**config.mk**
```make
export PLATFORM = sky130hd
export DESIGN_NAME = alu_imm_dq_mw_flat
export DESIGN_NICKNAME = d
export VERILOG_FILES = /design/src/rtl/alu_imm_dq_mw_pkg.sv /design/src/rtl/alu_imm_dq_mw_if.sv /design/src/rtl/alu_imm_dq_mw_rob_age_cmp.sv /design/src/rtl/alu_imm_dq_mw.sv /design/src/flat_wrapper.sv
export SDC_FILE = /design/constraint.sdc
export NUM_CORES = 2
export LEC_CHECK = 0
export CORE_UTILIZATION = 30
export CTS_CLUSTER_DIAMETER = 60
export DETAILED_ROUTE_END_ITERATION = 8
export PLACE_DENSITY_LB_ADDON = 0.05
export RECOVER_POWER = 50
export SYNTH_ARGS = -nofsm -noshare
export SYNTH_HDL_FRONTEND = slang
export SYNTH_SLANG_ARGS = --single-unit
```
**constraint.sdc**
```tcl
create_clock -name CLK -period 10.6 [get_ports CLK]
set_input_delay 1.06 -clock CLK [delete_from_list [all_inputs] [get_ports CLK]]
set_output_delay 1.06 -clock CLK [all_outputs]
set_load 0.1 [all_outputs]
```
**src/rtl/alu_imm_dq_mw_pkg.sv**
```systemverilog
// alu_imm_dq_mw_pkg: core widths, queue entry type and writeback match helper
package alu_imm_dq_mw_pkg;
  localparam int LOG_PR_COUNT = 7;
  localparam int LOG_PRF_BANK_COUNT = 2;
  localparam int PRF_BANK_COUNT = 1 << LOG_PRF_BANK_COUNT;
  localparam int LOG_ROB_ENTRIES = 7;
  localparam int UPPER_W = LOG_PR_COUNT - LOG_PRF_BANK_COUNT;
  typedef logic [LOG_PR_COUNT-1:0] pr_t;
  typedef logic [LOG_ROB_ENTRIES-1:0] rob_t;
  typedef logic [PRF_BANK_COUNT-1:0][UPPER_W-1:0] wb_upper_t;
  typedef struct packed {
    logic [3:0] op;
    logic [11:0] imm12;
    pr_t A_PR;
    logic A_ready;
    logic A_is_zero;
    pr_t dest_PR;
    rob_t ROB_index;
  } alu_imm_dq_entry_t;
  function automatic logic pr_wakeup(pr_t pr, logic [PRF_BANK_COUNT-1:0] wb_valid, wb_upper_t wb_upper);
    return wb_valid[pr[LOG_PRF_BANK_COUNT-1:0]] && wb_upper[pr[LOG_PRF_BANK_COUNT-1:0]] == pr[LOG_PR_COUNT-1:LOG_PRF_BANK_COUNT];
  endfunction
endpackage

```
**src/rtl/alu_imm_dq_mw_if.sv**
```systemverilog
// alu_imm_dq_mw_if: dispatch, writeback, restart and issue-queue enqueue bundle
interface alu_imm_dq_mw_if
  import alu_imm_dq_mw_pkg::*;
#(
  parameter int DISPATCH_WAYS = 4,
  parameter int LAUNCH_WAYS = 2,
  parameter int OCC_W = 4
);
  logic [DISPATCH_WAYS-1:0] dispatch_attempt_by_way;
  logic [DISPATCH_WAYS-1:0] dispatch_valid_by_way;
  logic [DISPATCH_WAYS-1:0][3:0] dispatch_op_by_way;
  logic [DISPATCH_WAYS-1:0][11:0] dispatch_imm12_by_way;
  pr_t [DISPATCH_WAYS-1:0] dispatch_A_PR_by_way;
  logic [DISPATCH_WAYS-1:0] dispatch_A_ready_by_way;
  logic [DISPATCH_WAYS-1:0] dispatch_A_is_zero_by_way;
  pr_t [DISPATCH_WAYS-1:0] dispatch_dest_PR_by_way;
  rob_t [DISPATCH_WAYS-1:0] dispatch_ROB_index_by_way;
  logic [DISPATCH_WAYS-1:0] dispatch_ack_by_way;
  logic [PRF_BANK_COUNT-1:0] WB_bus_valid_by_bank;
  wb_upper_t WB_bus_upper_PR_by_bank;
  logic kill_valid;
  rob_t kill_ROB_index;
  rob_t rob_head_index;
  logic [LAUNCH_WAYS-1:0] iq_enq_valid;
  logic [LAUNCH_WAYS-1:0][3:0] iq_enq_op;
  logic [LAUNCH_WAYS-1:0][11:0] iq_enq_imm12;
  pr_t [LAUNCH_WAYS-1:0] iq_enq_A_PR;
  logic [LAUNCH_WAYS-1:0] iq_enq_A_ready;
  logic [LAUNCH_WAYS-1:0] iq_enq_A_is_zero;
  pr_t [LAUNCH_WAYS-1:0] iq_enq_dest_PR;
  rob_t [LAUNCH_WAYS-1:0] iq_enq_ROB_index;
  logic [LAUNCH_WAYS-1:0] iq_enq_ready;
  logic [OCC_W-1:0] occupancy;
  modport master (
    output dispatch_attempt_by_way, dispatch_valid_by_way, dispatch_op_by_way, dispatch_imm12_by_way,
           dispatch_A_PR_by_way, dispatch_A_ready_by_way, dispatch_A_is_zero_by_way, dispatch_dest_PR_by_way,
           dispatch_ROB_index_by_way, WB_bus_valid_by_bank, WB_bus_upper_PR_by_bank, kill_valid,
           kill_ROB_index, rob_head_index, iq_enq_ready,
    input  dispatch_ack_by_way, iq_enq_valid, iq_enq_op, iq_enq_imm12, iq_enq_A_PR, iq_enq_A_ready,
           iq_enq_A_is_zero, iq_enq_dest_PR, iq_enq_ROB_index, occupancy
  );
  modport slave (
    input  dispatch_attempt_by_way, dispatch_valid_by_way, dispatch_op_by_way, dispatch_imm12_by_way,
           dispatch_A_PR_by_way, dispatch_A_ready_by_way, dispatch_A_is_zero_by_way, dispatch_dest_PR_by_way,
           dispatch_ROB_index_by_way, WB_bus_valid_by_bank, WB_bus_upper_PR_by_bank, kill_valid,
           kill_ROB_index, rob_head_index, iq_enq_ready,
    output dispatch_ack_by_way, iq_enq_valid, iq_enq_op, iq_enq_imm12, iq_enq_A_PR, iq_enq_A_ready,
           iq_enq_A_is_zero, iq_enq_dest_PR, iq_enq_ROB_index, occupancy
  );
endinterface

```
**src/rtl/alu_imm_dq_mw_rob_age_cmp.sv**
```systemverilog
// rob_age_cmp: true when idx is at or younger than ref_idx, ages measured from the ROB head
module rob_age_cmp
  import alu_imm_dq_mw_pkg::*;
(
  input  rob_t idx,
  input  rob_t ref_idx,
  input  rob_t head,
  output logic younger_eq
);
  rob_t idx_age, ref_age;
  assign idx_age = idx - head;
  assign ref_age = ref_idx - head;
  assign younger_eq = idx_age >= ref_age;
endmodule

```
**src/rtl/alu_imm_dq_mw.sv**
```systemverilog
// alu_imm_dq_mw: in-order shift-compacting multi-wide dispatch queue for the ALU reg-imm issue queue
module alu_imm_dq_mw
  import alu_imm_dq_mw_pkg::*;
#(
  parameter int ENTRIES = 8,
  parameter int DISPATCH_WAYS = 4,
  parameter int LAUNCH_WAYS = 2
) (
  input logic CLK,
  input logic RST,
  alu_imm_dq_mw_if.slave bus
);
  localparam int OCC_W = $clog2(ENTRIES + 1);
  alu_imm_dq_entry_t [ENTRIES-1:0] ent_q, ent_n, held;
  alu_imm_dq_entry_t [DISPATCH_WAYS-1:0] disp;
  logic [ENTRIES-1:0] valid_q, valid_n, wake, younger;
  logic [OCC_W-1:0] occ_q;
  logic [LAUNCH_WAYS-1:0] launch;
  logic [DISPATCH_WAYS-1:0] ack;
  logic go, run;
  int n_launch, n_att, n_placed, n_valid;
  assign go = ~RST & ~bus.kill_valid;
  for (genvar i = 0; i < ENTRIES; i++) begin : g_ent
    rob_age_cmp u_age (
      .idx(ent_q[i].ROB_index),
      .ref_idx(bus.kill_ROB_index),
      .head(bus.rob_head_index),
      .younger_eq(younger[i])
    );
    assign wake[i] = pr_wakeup(ent_q[i].A_PR, bus.WB_bus_valid_by_bank, bus.WB_bus_upper_PR_by_bank);
  end
  always_comb begin
    held = ent_q;
    for (int i = 0; i < ENTRIES; i++) held[i].A_ready = ent_q[i].A_ready | wake[i];
    launch = '0;
    run = go;
    n_launch = 0;
    for (int k = 0; k < LAUNCH_WAYS; k++) begin
      run = run & valid_q[k] & bus.iq_enq_ready[k];
      launch[k] = run;
      n_launch += run ? 1 : 0;
    end
    // acks see only slots free at the start of the cycle, never those vacated by launch
    ack = '0;
    n_att = 0;
    for (int w = 0; w < DISPATCH_WAYS; w++) begin
      disp[w] = '{op: bus.dispatch_op_by_way[w], imm12: bus.dispatch_imm12_by_way[w],
                  A_PR: bus.dispatch_A_PR_by_way[w],
                  A_ready: bus.dispatch_A_ready_by_way[w] |
                           pr_wakeup(bus.dispatch_A_PR_by_way[w], bus.WB_bus_valid_by_bank, bus.WB_bus_upper_PR_by_bank),
                  A_is_zero: bus.dispatch_A_is_zero_by_way[w], dest_PR: bus.dispatch_dest_PR_by_way[w],
                  ROB_index: bus.dispatch_ROB_index_by_way[w]};
      ack[w] = bus.dispatch_attempt_by_way[w] & go & (n_att < ENTRIES - int'(occ_q));
      n_att += bus.dispatch_attempt_by_way[w] ? 1 : 0;
    end
    ent_n = '0;
    valid_n = '0;
    for (int i = 0; i < ENTRIES; i++)
      for (int s = i; s < ENTRIES; s++)
        if (s == (bus.kill_valid ? i : i + n_launch) && valid_q[s] && !(bus.kill_valid && younger[s])) begin
          ent_n[i] = held[s];
          valid_n[i] = 1'b1;
        end
    // acked bubbles are dropped here so valid entries stay a contiguous prefix
    n_placed = 0;
    for (int w = 0; w < DISPATCH_WAYS; w++)
      if (ack[w] && bus.dispatch_valid_by_way[w]) begin
        for (int i = 0; i < ENTRIES; i++)
          if (i == int'(occ_q) - n_launch + n_placed) begin
            ent_n[i] = disp[w];
            valid_n[i] = 1'b1;
          end
        n_placed++;
      end
    n_valid = 0;
    for (int i = 0; i < ENTRIES; i++) n_valid += valid_n[i] ? 1 : 0;
  end
  always_ff @(posedge CLK) begin
    if (RST) begin
      ent_q <= '0;
      valid_q <= '0;
      occ_q <= '0;
    end else begin
      ent_q <= ent_n;
      valid_q <= valid_n;
      occ_q <= OCC_W'(n_valid);
    end
  end
  assign bus.dispatch_ack_by_way = ack;
  assign bus.iq_enq_valid = launch;
  assign bus.occupancy = occ_q;
  for (genvar k = 0; k < LAUNCH_WAYS; k++) begin : g_out
    assign bus.iq_enq_op[k] = held[k].op;
    assign bus.iq_enq_imm12[k] = held[k].imm12;
    assign bus.iq_enq_A_PR[k] = held[k].A_PR;
    assign bus.iq_enq_A_ready[k] = held[k].A_ready;
    assign bus.iq_enq_A_is_zero[k] = held[k].A_is_zero;
    assign bus.iq_enq_dest_PR[k] = held[k].dest_PR;
    assign bus.iq_enq_ROB_index[k] = held[k].ROB_index;
  end
endmodule

```
**src/flat_wrapper.sv**
```systemverilog
// flat-port wrapper written by rule: the top's interface ports become plain ports
module alu_imm_dq_mw_flat import alu_imm_dq_mw_pkg::*;
#(
  parameter int ENTRIES = 8,
  parameter int DISPATCH_WAYS = 4,
  parameter int LAUNCH_WAYS = 2
)
  (CLK, RST, bus_dispatch_attempt_by_way, bus_dispatch_valid_by_way, bus_dispatch_op_by_way, bus_dispatch_imm12_by_way, bus_dispatch_A_PR_by_way, bus_dispatch_A_ready_by_way, bus_dispatch_A_is_zero_by_way, bus_dispatch_dest_PR_by_way, bus_dispatch_ROB_index_by_way, bus_WB_bus_valid_by_bank, bus_WB_bus_upper_PR_by_bank, bus_kill_valid, bus_kill_ROB_index, bus_rob_head_index, bus_iq_enq_ready, bus_dispatch_ack_by_way, bus_iq_enq_valid, bus_iq_enq_op, bus_iq_enq_imm12, bus_iq_enq_A_PR, bus_iq_enq_A_ready, bus_iq_enq_A_is_zero, bus_iq_enq_dest_PR, bus_iq_enq_ROB_index, bus_occupancy);
  alu_imm_dq_mw_if #(.DISPATCH_WAYS(DISPATCH_WAYS), .LAUNCH_WAYS(LAUNCH_WAYS), .OCC_W($clog2(ENTRIES + 1))) bus_i ();
  input logic CLK;
  input logic RST;
  input wire logic [$bits(bus_i.dispatch_attempt_by_way)-1:0] bus_dispatch_attempt_by_way;
  input wire logic [$bits(bus_i.dispatch_valid_by_way)-1:0] bus_dispatch_valid_by_way;
  input wire logic [$bits(bus_i.dispatch_op_by_way)-1:0] bus_dispatch_op_by_way;
  input wire logic [$bits(bus_i.dispatch_imm12_by_way)-1:0] bus_dispatch_imm12_by_way;
  input wire logic [$bits(bus_i.dispatch_A_PR_by_way)-1:0] bus_dispatch_A_PR_by_way;
  input wire logic [$bits(bus_i.dispatch_A_ready_by_way)-1:0] bus_dispatch_A_ready_by_way;
  input wire logic [$bits(bus_i.dispatch_A_is_zero_by_way)-1:0] bus_dispatch_A_is_zero_by_way;
  input wire logic [$bits(bus_i.dispatch_dest_PR_by_way)-1:0] bus_dispatch_dest_PR_by_way;
  input wire logic [$bits(bus_i.dispatch_ROB_index_by_way)-1:0] bus_dispatch_ROB_index_by_way;
  input wire logic [$bits(bus_i.WB_bus_valid_by_bank)-1:0] bus_WB_bus_valid_by_bank;
  input wire logic [$bits(bus_i.WB_bus_upper_PR_by_bank)-1:0] bus_WB_bus_upper_PR_by_bank;
  input wire logic [$bits(bus_i.kill_valid)-1:0] bus_kill_valid;
  input wire logic [$bits(bus_i.kill_ROB_index)-1:0] bus_kill_ROB_index;
  input wire logic [$bits(bus_i.rob_head_index)-1:0] bus_rob_head_index;
  input wire logic [$bits(bus_i.iq_enq_ready)-1:0] bus_iq_enq_ready;
  output wire logic [$bits(bus_i.dispatch_ack_by_way)-1:0] bus_dispatch_ack_by_way;
  output wire logic [$bits(bus_i.iq_enq_valid)-1:0] bus_iq_enq_valid;
  output wire logic [$bits(bus_i.iq_enq_op)-1:0] bus_iq_enq_op;
  output wire logic [$bits(bus_i.iq_enq_imm12)-1:0] bus_iq_enq_imm12;
  output wire logic [$bits(bus_i.iq_enq_A_PR)-1:0] bus_iq_enq_A_PR;
  output wire logic [$bits(bus_i.iq_enq_A_ready)-1:0] bus_iq_enq_A_ready;
  output wire logic [$bits(bus_i.iq_enq_A_is_zero)-1:0] bus_iq_enq_A_is_zero;
  output wire logic [$bits(bus_i.iq_enq_dest_PR)-1:0] bus_iq_enq_dest_PR;
  output wire logic [$bits(bus_i.iq_enq_ROB_index)-1:0] bus_iq_enq_ROB_index;
  output wire logic [$bits(bus_i.occupancy)-1:0] bus_occupancy;
  assign bus_i.dispatch_attempt_by_way = bus_dispatch_attempt_by_way;
  assign bus_i.dispatch_valid_by_way = bus_dispatch_valid_by_way;
  assign bus_i.dispatch_op_by_way = bus_dispatch_op_by_way;
  assign bus_i.dispatch_imm12_by_way = bus_dispatch_imm12_by_way;
  assign bus_i.dispatch_A_PR_by_way = bus_dispatch_A_PR_by_way;
  assign bus_i.dispatch_A_ready_by_way = bus_dispatch_A_ready_by_way;
  assign bus_i.dispatch_A_is_zero_by_way = bus_dispatch_A_is_zero_by_way;
  assign bus_i.dispatch_dest_PR_by_way = bus_dispatch_dest_PR_by_way;
  assign bus_i.dispatch_ROB_index_by_way = bus_dispatch_ROB_index_by_way;
  assign bus_i.WB_bus_valid_by_bank = bus_WB_bus_valid_by_bank;
  assign bus_i.WB_bus_upper_PR_by_bank = bus_WB_bus_upper_PR_by_bank;
  assign bus_i.kill_valid = bus_kill_valid;
  assign bus_i.kill_ROB_index = bus_kill_ROB_index;
  assign bus_i.rob_head_index = bus_rob_head_index;
  assign bus_i.iq_enq_ready = bus_iq_enq_ready;
  assign bus_dispatch_ack_by_way = bus_i.dispatch_ack_by_way;
  assign bus_iq_enq_valid = bus_i.iq_enq_valid;
  assign bus_iq_enq_op = bus_i.iq_enq_op;
  assign bus_iq_enq_imm12 = bus_i.iq_enq_imm12;
  assign bus_iq_enq_A_PR = bus_i.iq_enq_A_PR;
  assign bus_iq_enq_A_ready = bus_i.iq_enq_A_ready;
  assign bus_iq_enq_A_is_zero = bus_i.iq_enq_A_is_zero;
  assign bus_iq_enq_dest_PR = bus_i.iq_enq_dest_PR;
  assign bus_iq_enq_ROB_index = bus_i.iq_enq_ROB_index;
  assign bus_occupancy = bus_i.occupancy;
  alu_imm_dq_mw #(.ENTRIES(ENTRIES), .DISPATCH_WAYS(DISPATCH_WAYS), .LAUNCH_WAYS(LAUNCH_WAYS)) u_core (.CLK(CLK), .RST(RST), .bus(bus_i));
endmodule
```
==> impl_metrics.py <==
metrics = {
    "status": {
        "status": "finished, violations left",
        "violations": "max-capacitance violations, max-slew violations",
    },
    "grt": {
        "grt_pass1_vias": 38400,
        "grt_pass1_wl_um": 313000,
        "grt_max_degree": 79,
        "antenna_found_initial": 25,
        "grt_overflow_total": 0,
        "grt.total_usage_pct": 38.8,
    },
    "cells_and_area": {
        "layout.nets": 4826,
        "finalNonFillerCells": 6025,
        "drive_above_1_share_pct": 8.27,
        "nFillCells": 11900,
        "syn_to_final_growth_pct": 15.2,
        "fin_area_mm2": 0.0385,
    },
    "timing": {
        "setup_viol": 0,
        "maxSlewHeadroom_pct": -79.7,
        "max_slew.worst_pin.slew_ns": 2.70,
        "grt_setup_unrepaired": "false",
        "min_period_ns": 9.56,
        "timing.setup.tns_ns": 0,
        "hold_viol_final": 0,
        "layout_setup_ws_ns": 1.04,
        "finClkSkew_ns": 0.0238,
        "fmax_mhz": 105,
        "report.final.slew_viol_count": 252,
        "final.period_utilization_pct": 90.2,
    },
    "synthesis": {
        "syn_area_per_cell_um2": 7.17,
        "synthCells": 4661,
        "async_reset_ff_share_pct": 0,
        "ys_seq_elements": 324,
        "ys_top_cells_by_count": "523 x nand2_1, 458 x nor2_1, 426 x clkbuf_1",
        "yosys.area.top_type": "dfxtp_1",
        "yosysMostFrequentCell": "nand2_1",
        "synth_top_area_share_pct": 19.4,
        "synth_nets": 5005,
        "syn_area_mm2": 0.0334,
        "synth_area_leaders": "dfxtp_1 19%, nand2_1 5.9%, nor2_1 5.1%, clkbuf_1 4.8%, ha_1 4.5%",
        "synth_edf_count": 0,
        "synth_cell_types": 95,
        "ys_seq_area_share_pct": 19.4,
        "yosys_warnings": 0,
        "synthFlopType": "dfxtp_1",
    },
    "power": {
        "power_leakage_uw": 0.0136,
        "power_density_mw_per_mm2": 118,
        "power_uw": 4540,
        "peakVddDrop_mv": 0.127,
    },
    "routing": {
        "via_per_inst": 6.92,
        "final_antenna_net_count": 0,
        "wl_um": 228000,
        "first_pass_iters": 9,
        "drcViolationCount": 0,
        "vias": 41700,
        "drt_iter0_markers": 7065,
        "avgRoutedWirePerCell_um": 37.8,
    },
    "critical_path": {
        "crit_required_ns": 11.09,
        "arrival_ns": 10.05,
        "cp-end-kind": "flop",
        "crit_type": "primary input to flop",
        "start_kind": "primary input",
        "cp_max_fo": 33,
    },
    "place": {
        "pre_cts_ws_ns": 1.20,
        "place_area_mm2": 0.0367,
        "portBuffers": 294,
        "place_inst": 5915,
        "place.gp.congestion": 0.916,
        "hpwl_um": 133000,
    },
    "die": {
        "initial_core_util_pct": 30.2,
        "io_pins": 295,
        "rows": 122,
        "die_w_um": 336,
        "die-area_mm2": 0.113,
        "die-height_um": 336,
        "core_area_mm2": 0.111,
    },
    "clocking": {
        "cts_setup_buffers": 0,
        "worstSkewPairLatency_ns": 0.66,
        "cts_max_path_buffers": 3,
        "clockRootBuffer": "clkbuf_16",
        "clk_pin_slew_ns": 0.06,
        "cts_made_buffers": 53,
        "cts_tree": "done",
        "cts_resized": 0,
        "hold_buffers": 0,
        "cts-htree-levels": 2,
        "cts.sinks": 324,
    },
    "hold_path": {
        "min_path_type": "flop to flop",
    },
    "flow_run": {
        "maxCapViolations": 8,
    },
}
## where the power goes
| group | internal, uW | switching [uW] | leakage (uW) |
|---|---|---|---|
| registers | 1260 | 67.4 | 0.00261 |
| logic | 401 | 977 | 0.0101 |
| clock network | 1070 | 762 | 0.000842 |
## cell usage in the layout (no fill, tap or decap), types with 21 or more instances in the layout
cell,n
xor2_1,36
nand2_1,519
and2_1,29
o21a_1,24
clkbuf_16,53
a31oi_1,101
nor4_1,50
or3_1,122
a221o_1,44
and3_1,30
buf_4,109
o22ai_1,105
nand2b_1,33
a211oi_1,47
dfxtp_1,324
xnor2_1,51
mux4_2,54
ha_1,120
nor2_1,445
inv_1,75
nor3_1,100
a22oi_1,46
nand3b_1,43
o211ai_1,93
nand3_1,170
dlygate4sd3_1,88
a211o_1,78
o211a_1,29
o31a_1,26
a221oi_1,111
a311oi_1,84
nor3b_1,21
nor2b_1,48
o22a_1,26
clkdlybuf4s50_1,205
mux2i_1,38
o21ai_0,243
a222oi_1,90
a21oi_1,260
## stage by stage
step / utilization [%] / hold WS [ns]
after floorplan: - / 0.484
after CTS: 34.8 / 0.522
after detailed placement: 33.3 / 0.511
after global routing: 34.8 / 0.555
after global placement: 33.3 / 0.515
final: 34.8 / 0.531
## sequential cells by signal (all words and copies together) (netlist names)
name	flops
u_core.ent_q	236
u_core.valid_q	8
u_core.bus.iq_enq_A_is_zero	2
u_core.bus.iq_enq_A_PR	14
u_core.bus.iq_enq_op	8
u_core.bus.iq_enq_dest_PR	14
u_core.bus.iq_enq_imm12	24
u_core.bus.occupancy	4
u_core.bus.iq_enq_ROB_index	14
## cell type report
type,count,area [um^2],share of cell area (%)
diodes,14,35.0,0.0910
well taps,1488,1860,4.84
repair buffers,413,3810,9.89
clock inverters,17,176,0.458
clock buffers,79,1570,4.09
flip-flops and latches,324,6490,16.9
multi-input cells,3613,24300,63.0
inverters,77,289,0.751
## per-layer routing
metal,up-vias,GRT usage [%],wire [um],part of all wire [%]
li1,17200,-,-,-
met1,20100,48.9,87600,39
met2,3393,58.4,96900,43
met3,925,10.9,27200,12
met4,12,23.6,15800,6.9
met5,-,0.347,113,0.050
## kinds of logic (layout without fill, tap and decap cells)
group                      after synthesis  in the layout  synth area share (%)
buffers and inverters                  724            586                  9.42
and+or+nand+nor                       1716           1716                  24.3
adders and majority gates              139            139                  5.57
AOI/OAI and AO/OA                     1564           1564                  33.7
xor gates and xnor gates                87             87                  2.28
other                                    0             14                     0
muxes                                  107            107                  5.29
DFF                                    324            324                  19.4
## final timing paths
check | cells past startpoint | end | slack, ns | startpoint
hold / removal | 2 | u_core.ent_q[268] | 0.53 | u_core.ent_q[268]
setup / recovery | 23 | u_core.ent_q[126] | 1.04 | bus_kill_valid
setup reg to reg | 22 | u_core.ent_q[126] | 2.22 | u_core.bus.occupancy[0]
hold reg to reg | 2 | u_core.ent_q[268] | 0.53 | u_core.ent_q[268]
## critical path, stage by stage
cell,delay [ns]
clkdlybuf4s50_1,0.46
clkbuf_1,0.60
nor2_1,0.18
and3_1,0.27
nand3_1,0.11
ha_1,0.40
ha_1,0.31
fa_1,0.66
nor2b_1,0.27
nor2_1,0.31
inv_1,0.17
ha_1,0.42
nand3_1,0.17
a211oi_1,0.25
a41oi_1,0.07
o21ai_0,0.70
and3_2,0.34
buf_4,0.59
or3_1,0.21
clkbuf_1,1.90
a21oi_1,0.10
a221oi_1,0.31
o21ai_0,0.13
(Power assumes the default switching activity.)
